<file path="src/rtl/pc_unit.sv">
// pc_unit: fetch program counter with prioritised redirects.
// Optional return-address stack enabled by defining PC_RAS_EN.
module pc_unit #(
  parameter int unsigned WIDTH        = 32,
  parameter logic [31:0] RESET_VECTOR = 32'h0000_0000,
  parameter logic [31:0] EXC_VECTOR   = 32'h8000_0180,
  parameter int unsigned RAS_DEPTH    = 4
) (
  input  logic             clk,
  input  logic             reset_n,
  input  logic             stall_i,
  input  logic             exc_i,
  input  logic             branch_i,
  input  logic [WIDTH-1:0] branch_target_i,
  input  logic             jump_i,
  input  logic [WIDTH-1:0] jump_target_i,
  input  logic             call_i,
  input  logic             ret_i,
  output logic [WIDTH-1:0] pc_o,
  output logic [WIDTH-1:0] pc_plus4_o,
  output logic             pc_valid_o,
  output logic             align_err_o,
  output logic             ras_empty_o
);

  localparam logic [WIDTH-1:0] RST_PC = WIDTH'(RESET_VECTOR);
  localparam logic [WIDTH-1:0] EXC_PC = WIDTH'(EXC_VECTOR);

  logic [WIDTH-1:0] pc_q;
  logic [WIDTH-1:0] pc_d;
  logic             valid_q;
  logic             align_q;
  logic             align_d;
  logic [WIDTH-1:0] raw;
  logic [WIDTH-1:0] ras_top;
  logic             ras_hit;
  logic             hold;
  logic             take_exc;
  logic             take_br;
  logic             take_jmp;

  assign pc_o        = pc_q;
  assign pc_plus4_o  = pc_q + WIDTH'(4);
  assign pc_valid_o  = valid_q;
  assign align_err_o = align_q;

  // nothing moves until the first post-reset edge has raised valid
  assign take_exc = valid_q & exc_i;
  assign hold     = ~valid_q | (~exc_i & stall_i);
  assign take_br  = valid_q & ~exc_i & ~stall_i & branch_i;
  assign take_jmp = valid_q & ~exc_i & ~stall_i
                  & ~branch_i & jump_i;

`ifdef PC_RAS_EN
  localparam int unsigned PW = $clog2(RAS_DEPTH);
  localparam logic [PW:0] FULL = (PW+1)'(RAS_DEPTH);

  logic [WIDTH-1:0] ras_mem [RAS_DEPTH];
  logic [PW-1:0]    ras_ptr;
  logic [PW:0]      ras_cnt;
  logic [PW-1:0]    top_idx;
  logic             push;

  assign top_idx     = ras_ptr - 1'b1;
  assign ras_top     = ras_mem[top_idx];
  assign ras_hit     = take_jmp & ret_i & (ras_cnt != '0);
  assign push        = take_jmp & call_i;
  assign ras_empty_o = (ras_cnt == '0);

  // stack pointer and occupancy; call+ret replaces the top in place
  always_ff @(posedge clk or negedge reset_n) begin
    if (!reset_n) begin
      ras_ptr <= '0;
      ras_cnt <= '0;
    end else if (push & ras_hit) begin
      ras_ptr <= ras_ptr;
    end else if (push) begin
      ras_ptr <= ras_ptr + 1'b1;
      if (ras_cnt != FULL) ras_cnt <= ras_cnt + 1'b1;
    end else if (ras_hit) begin
      ras_ptr <= top_idx;
      ras_cnt <= ras_cnt - 1'b1;
    end
  end

  // link storage; a full stack overwrites the oldest slot at ras_ptr
  always_ff @(posedge clk) begin
    if (push) ras_mem[ras_hit ? top_idx : ras_ptr] <= pc_plus4_o;
  end
`else
  logic unused_ras;
  assign unused_ras  = ^{call_i, ret_i};
  assign ras_top     = jump_target_i;
  assign ras_hit     = 1'b0;
  assign ras_empty_o = 1'b1;
`endif

  // next-PC selection and alignment check on the raw target
  always_comb begin
    raw     = jump_target_i;
    pc_d    = pc_plus4_o;
    align_d = 1'b0;
    unique case (1'b1)
      take_br: raw = branch_target_i;
      ras_hit: raw = ras_top;
      default: raw = jump_target_i;
    endcase
    unique case (1'b1)
      hold:     pc_d = pc_q;
      take_exc: pc_d = EXC_PC;
      take_br, take_jmp: begin
        pc_d    = {raw[WIDTH-1:2], 2'b00};
        align_d = |raw[1:0];
      end
      default:  pc_d = pc_plus4_o;
    endcase
  end

  // PC, start-up valid flag and alignment pulse
  always_ff @(posedge clk or negedge reset_n) begin
    if (!reset_n) begin
      pc_q    <= RST_PC;
      valid_q <= 1'b0;
      align_q <= 1'b0;
    end else begin
      pc_q    <= pc_d;
      valid_q <= 1'b1;
      align_q <= align_d;
    end
  end

endmodule

</file>
<file path="config.mk">
export PLATFORM = sky130hd
export DESIGN_NAME = pc_unit
export DESIGN_NICKNAME = d
export VERILOG_FILES = /design/src/rtl/pc_unit.sv
export SDC_FILE = /design/constraint.sdc
export NUM_CORES = 1
export LEC_CHECK = 0
export BUFFER_PORTS_ARGS = -buffer_cell sky130_fd_sc_hd__buf_2
export CAP_MARGIN = 20
export CORE_UTILIZATION = 46
export DETAILED_ROUTE_END_ITERATION = 16
export PLACE_DENSITY = 0.88
export REMOVE_ABC_BUFFERS = 1
export SYNTH_ARGS = -nofsm -noshare
export SYNTH_HDL_FRONTEND = slang
export SYNTH_SLANG_ARGS = --single-unit
export TNS_END_PERCENT = 20
</file>
<file path="constraint.sdc">
create_clock -name clk -period 2.6 [get_ports clk]
set_input_delay 0.26 -clock clk [delete_from_list [all_inputs] [get_ports clk]]
set_output_delay 0.26 -clock clk [all_outputs]
set_load 0.1 [all_outputs]
</file>
Word level (Yosys, flattened, before mapping)

Cells that the tools add are included.

Flip-flop bits (word level): 34
Bits in latches: 0
Memory bits (writable): 0
ROM bits: 0
Input bits: 72
Output and inout port bits: 67
Memories kept: 0

Add/subtract/negate cells: 1
Multiply operators: 0
Divide/modulo/power cells: 0
Magnitude comparators: 0
Eq/ne operators: 0
Shift-type cells: 0
Mux-type cells: 3
Bitwise operators: 12
Reductions and logical operators: 2

Operators with widths:

| operator                                                         | number |
|---|---|
| 32-bit one-hot mux with 3 select lines                           | 1 |
| 32-bit by 3-bit adder with 32-bit output (second input constant) | 1 |
| 32-bit 2-to-1 mux                                                | 1 |
| 1-bit bitwise AND                                                | 7 |
| 1-bit inverter                                                   | 4 |
| 2-bit OR reduction                                               | 2 |
| 1-bit 2-to-1 mux                                                 | 1 |
| 1-bit OR                                                         | 1 |

Depth between registers and ports, before layout

Depth after elaboration: 7
Mapped depth: 8
Gate-level depth less buffers: 6

Least setup slack after synthesis

Ideal clock, no wire load.

Kind: reg2out
From: reg pc_q[2], in the netlist pc_o[2]
To: out pc_plus4_o[30]
Arrival time: 4.310 ns
Slack: -1.970 ns
Cell stages (with the launch flop): 8
Cell sequence: dfrtp_1 -> ha_1 -> clkbuf_1 -> nand4_1 -> or4_1 -> buf_2 -> or4_4 -> xnor2_1

Longest elaborated chain between the ends: 1

RTL lines:

| item                                     | line | source |
|---|---|---|
| from (decl)                              | 29   | `logic [WIDTH-1:0] pc_q;` |
| from (signal assigned)                   | 126  | `pc_q <= pc_d;` |
| 32-bit by 3-bit adder with 32-bit output | 43   | `assign pc_plus4_o = pc_q + WIDTH'(4);` |
| to (decl)                                | 20   | `output logic [WIDTH-1:0] pc_plus4_o,` |

Every way passes these cells.

Final worst setup path

From: reg pc_q[9], in the netlist pc_o[9]
To: out pc_plus4_o[29]

Same word-level chain as after synthesis.

==> reports/summary.txt <==
Antenna Cells -> 0
outcome -> complete, but fails checks
Unique masters post-synth -> 55
register area share after synthesis -> 0.305
worst path arrival time -> 2.37 ns
layout cells sized above 1 -> 0.407
Final Cycle Share -> 1.01
yosys warns -> 0
Post-Place Cells -> 535
cells along the critical path -> nand4_1 > or4_4 > or4_4 > xnor2_4 > buf_12
CP peak stage delay -> 0.56 ns
Iteration-0 DRC Markers -> 228
cell repeated most along the worst path -> or4_4
Layout fillers -> 428
H-Tree Depth -> 2
top cell family by delay on the critical path -> simple AND/OR/NAND/NOR gates
I/O pins -> 139
Worst IR Drop VDD -> 550 uV
Num CTS Buffers -> 5
max-slew violations -> 0
clock sinks -> 32
WP data required -> 2.34 ns
Max Fclk -> 381 MHz
relative slew slack -> 0.446
worst skew pair latency -> 0.30 ns
area of the mapped netlist -> 2630 sq um
P per Cell Area -> 766 nW/um^2
Critical Path End Type -> output port
critical path type -> reg -> out
clock skew -> 0.00894 ns
final cell count without fillers -> 546
CTS root buf -> clkbuf_8
FF+latch count, synth -> 32
CTS Buffer Depth -> 2
Buf+Inv Stages, Crit Path -> 1
post-layout util -> 0.708
top cell type by total area after synthesis -> dfrtp_1
synth-to-layout area growth -> 48.4%
Avg Inst Size Synth -> 7.91 sq um
total grt overflow -> 0
fin worst setup slack -> -0.0251 ns
Die Height -> 77.6 um
global-route wire length before repair -> 15,000 um
Worst-Margin Slew -> 0.828 ns
DPL Wire Length -> 6490 um
most frequent cell after synthesis -> dfrtp_1
top post-synthesis cells by area -> dfrtp_1, xnor2_1, a22oi_1
RSZ-0062 raised after global routing -> yes
WL/cell -> 16.9 um
largest net degree at the start of global routing -> 33
die width -> 77.6 um
Core Footprint -> 5510 sq um
Final Net Count -> 546
Fin. Hold Viols -> 0
vias in the first global route -> 3,148
antenna violations before repair -> 0
Initial Util -> 0.477
Leakage -> 1.76 nW
Mapped Cells -> 332
TritonCTS clock tree -> yes
crit path launch type -> flop
I/O Buffers -> 131
critical path's slowest cell -> or4_4
GPL Wtd Cong -> 0.925
Post-synth EDFFs -> 0
Clock transition at path regs -> 0.07 ns
die area -> 6020 sq um
Final Critical Period -> 2.63 ns
vias -> 3,294
Max FO, Critical Path -> 9
final-report setup violation count -> 1
Placement Rows -> 27
Commonest cells post-synth -> dfrtp_1, nor2_1, nand2_1, clkbuf_1, a22oi_1
TritonRoute pass-1 iters -> 5
share of flip-flops with an asynchronous set or reset -> 1.00
setup TNS -> -0.0251 ns
min-delay worst type -> in -> async
final WL -> 9240 um
Residual DRC -> 0
number of max-cap violations -> 0
ANT nets after route -> 0
post-synth top area share -> 0.305
Vias/cell -> 6.03
Total Routing Usage GR -> 0.316
failing checks -> setup timing
ys flop type -> dfrtp_1
## cell usage in the layout (no fill, tap or decap), drive strengths merged, types with 10 or more instances in the layout
cell   synthesis  final
a22oi         21     21
buf            7    159
nor3          10     10
nor2          30     30
xnor2         20     20
nand2         25     25
nand3         15     15
inv           13     13
nand4         13     13
a21oi         18     18
o21ai         19     19
dfrtp         32     32
## cells by family after synthesis
family | share of synthesized area
simple gates | 0.245
compound gates | 0.280
buf+inv | 0.0695
flops | 0.305
xor+xnor | 0.0933
other cells | 0.00286
fa+ha+maj | 0.00476
## registers in the layout (all words and copies together) (netlist names)
register     cells
align_err_o      1
pc_valid_o       1
pc_o            30
## repair_timing
item | CTS | global route
setup endpoints to repair | 8 | 13
gates resized for setup | 10 | 13
pin swaps | 1 | 3
hold buffers | 0 | 0
cloned | 0 | 0
setup buffers | 3 | 0
## area by class of cell
type	count	area (sq um)	area share
inverter	13	48.8	0.0125
tap	72	90.1	0.0231
sequential	32	805	0.206
clock buffer	8	90.1	0.0231
timing repair buffer	160	1090	0.280
multi-input combinational	261	1770	0.455
## metrics by stage
stage / setup WS (ns) / total power [W] / instance area (sq um) / hold WS [ns]
after floorplan: -1.88 / 0.00206 / 2510 / -0.0356
after CTS: -0.00534 / 0.00296 / 3830 / 0.0343
after detailed placement: 0.0822 / 0.00253 / 3670 / 0.355
after global placement: 0.147 / 0.00251 / 3670 / 0.354
after global routing: -0.0775 / 0.00309 / 3900 / 0.0714
final: -0.0251 / 0.00299 / 3900 / 0.0102
## power breakdown
part	switching [W]	total [W]	internal, W
combinational	0.00148	0.00191	0.000432
sequential	0.000105	0.000674	0.000569
clock	0.000189	0.000405	0.000216
## layer usage
layer / GRT usage / part of all wire / up-vias / wire length, um
li1: - / - / 1515 / -
met2: 0.537 / 0.49 / 216 / 4550
met1: 0.388 / 0.39 / 1530 / 3610
met5: 0 / 0 / - / 0
met3: 0.0624 / 0.089 / 33 / 821
met4: 0.132 / 0.028 / 0 / 257
## final timing paths
| path | startpoint | end | slack (ns) | cells after the start |
|---|---|---|---|---|
| worst max-delay path | pc_o[9] | pc_plus4_o[29] | -0.03 | 5 |
| worst min-delay path | reset_n | pc_o[29] | 0.01 | 1 |
| worst max register to register | pc_o[9] | pc_o[29] | 0.50 | 4 |
| worst min register to register | pc_o[16] | pc_o[16] | 0.59 | 1 |
| max in group asynchronous | reset_n | pc_o[6] | 2.06 | 1 |
| min in group clk | branch_target_i[1] | align_err_o | 0.20 | 2 |
No activity file was read; power rests on OpenSTA's default activity.
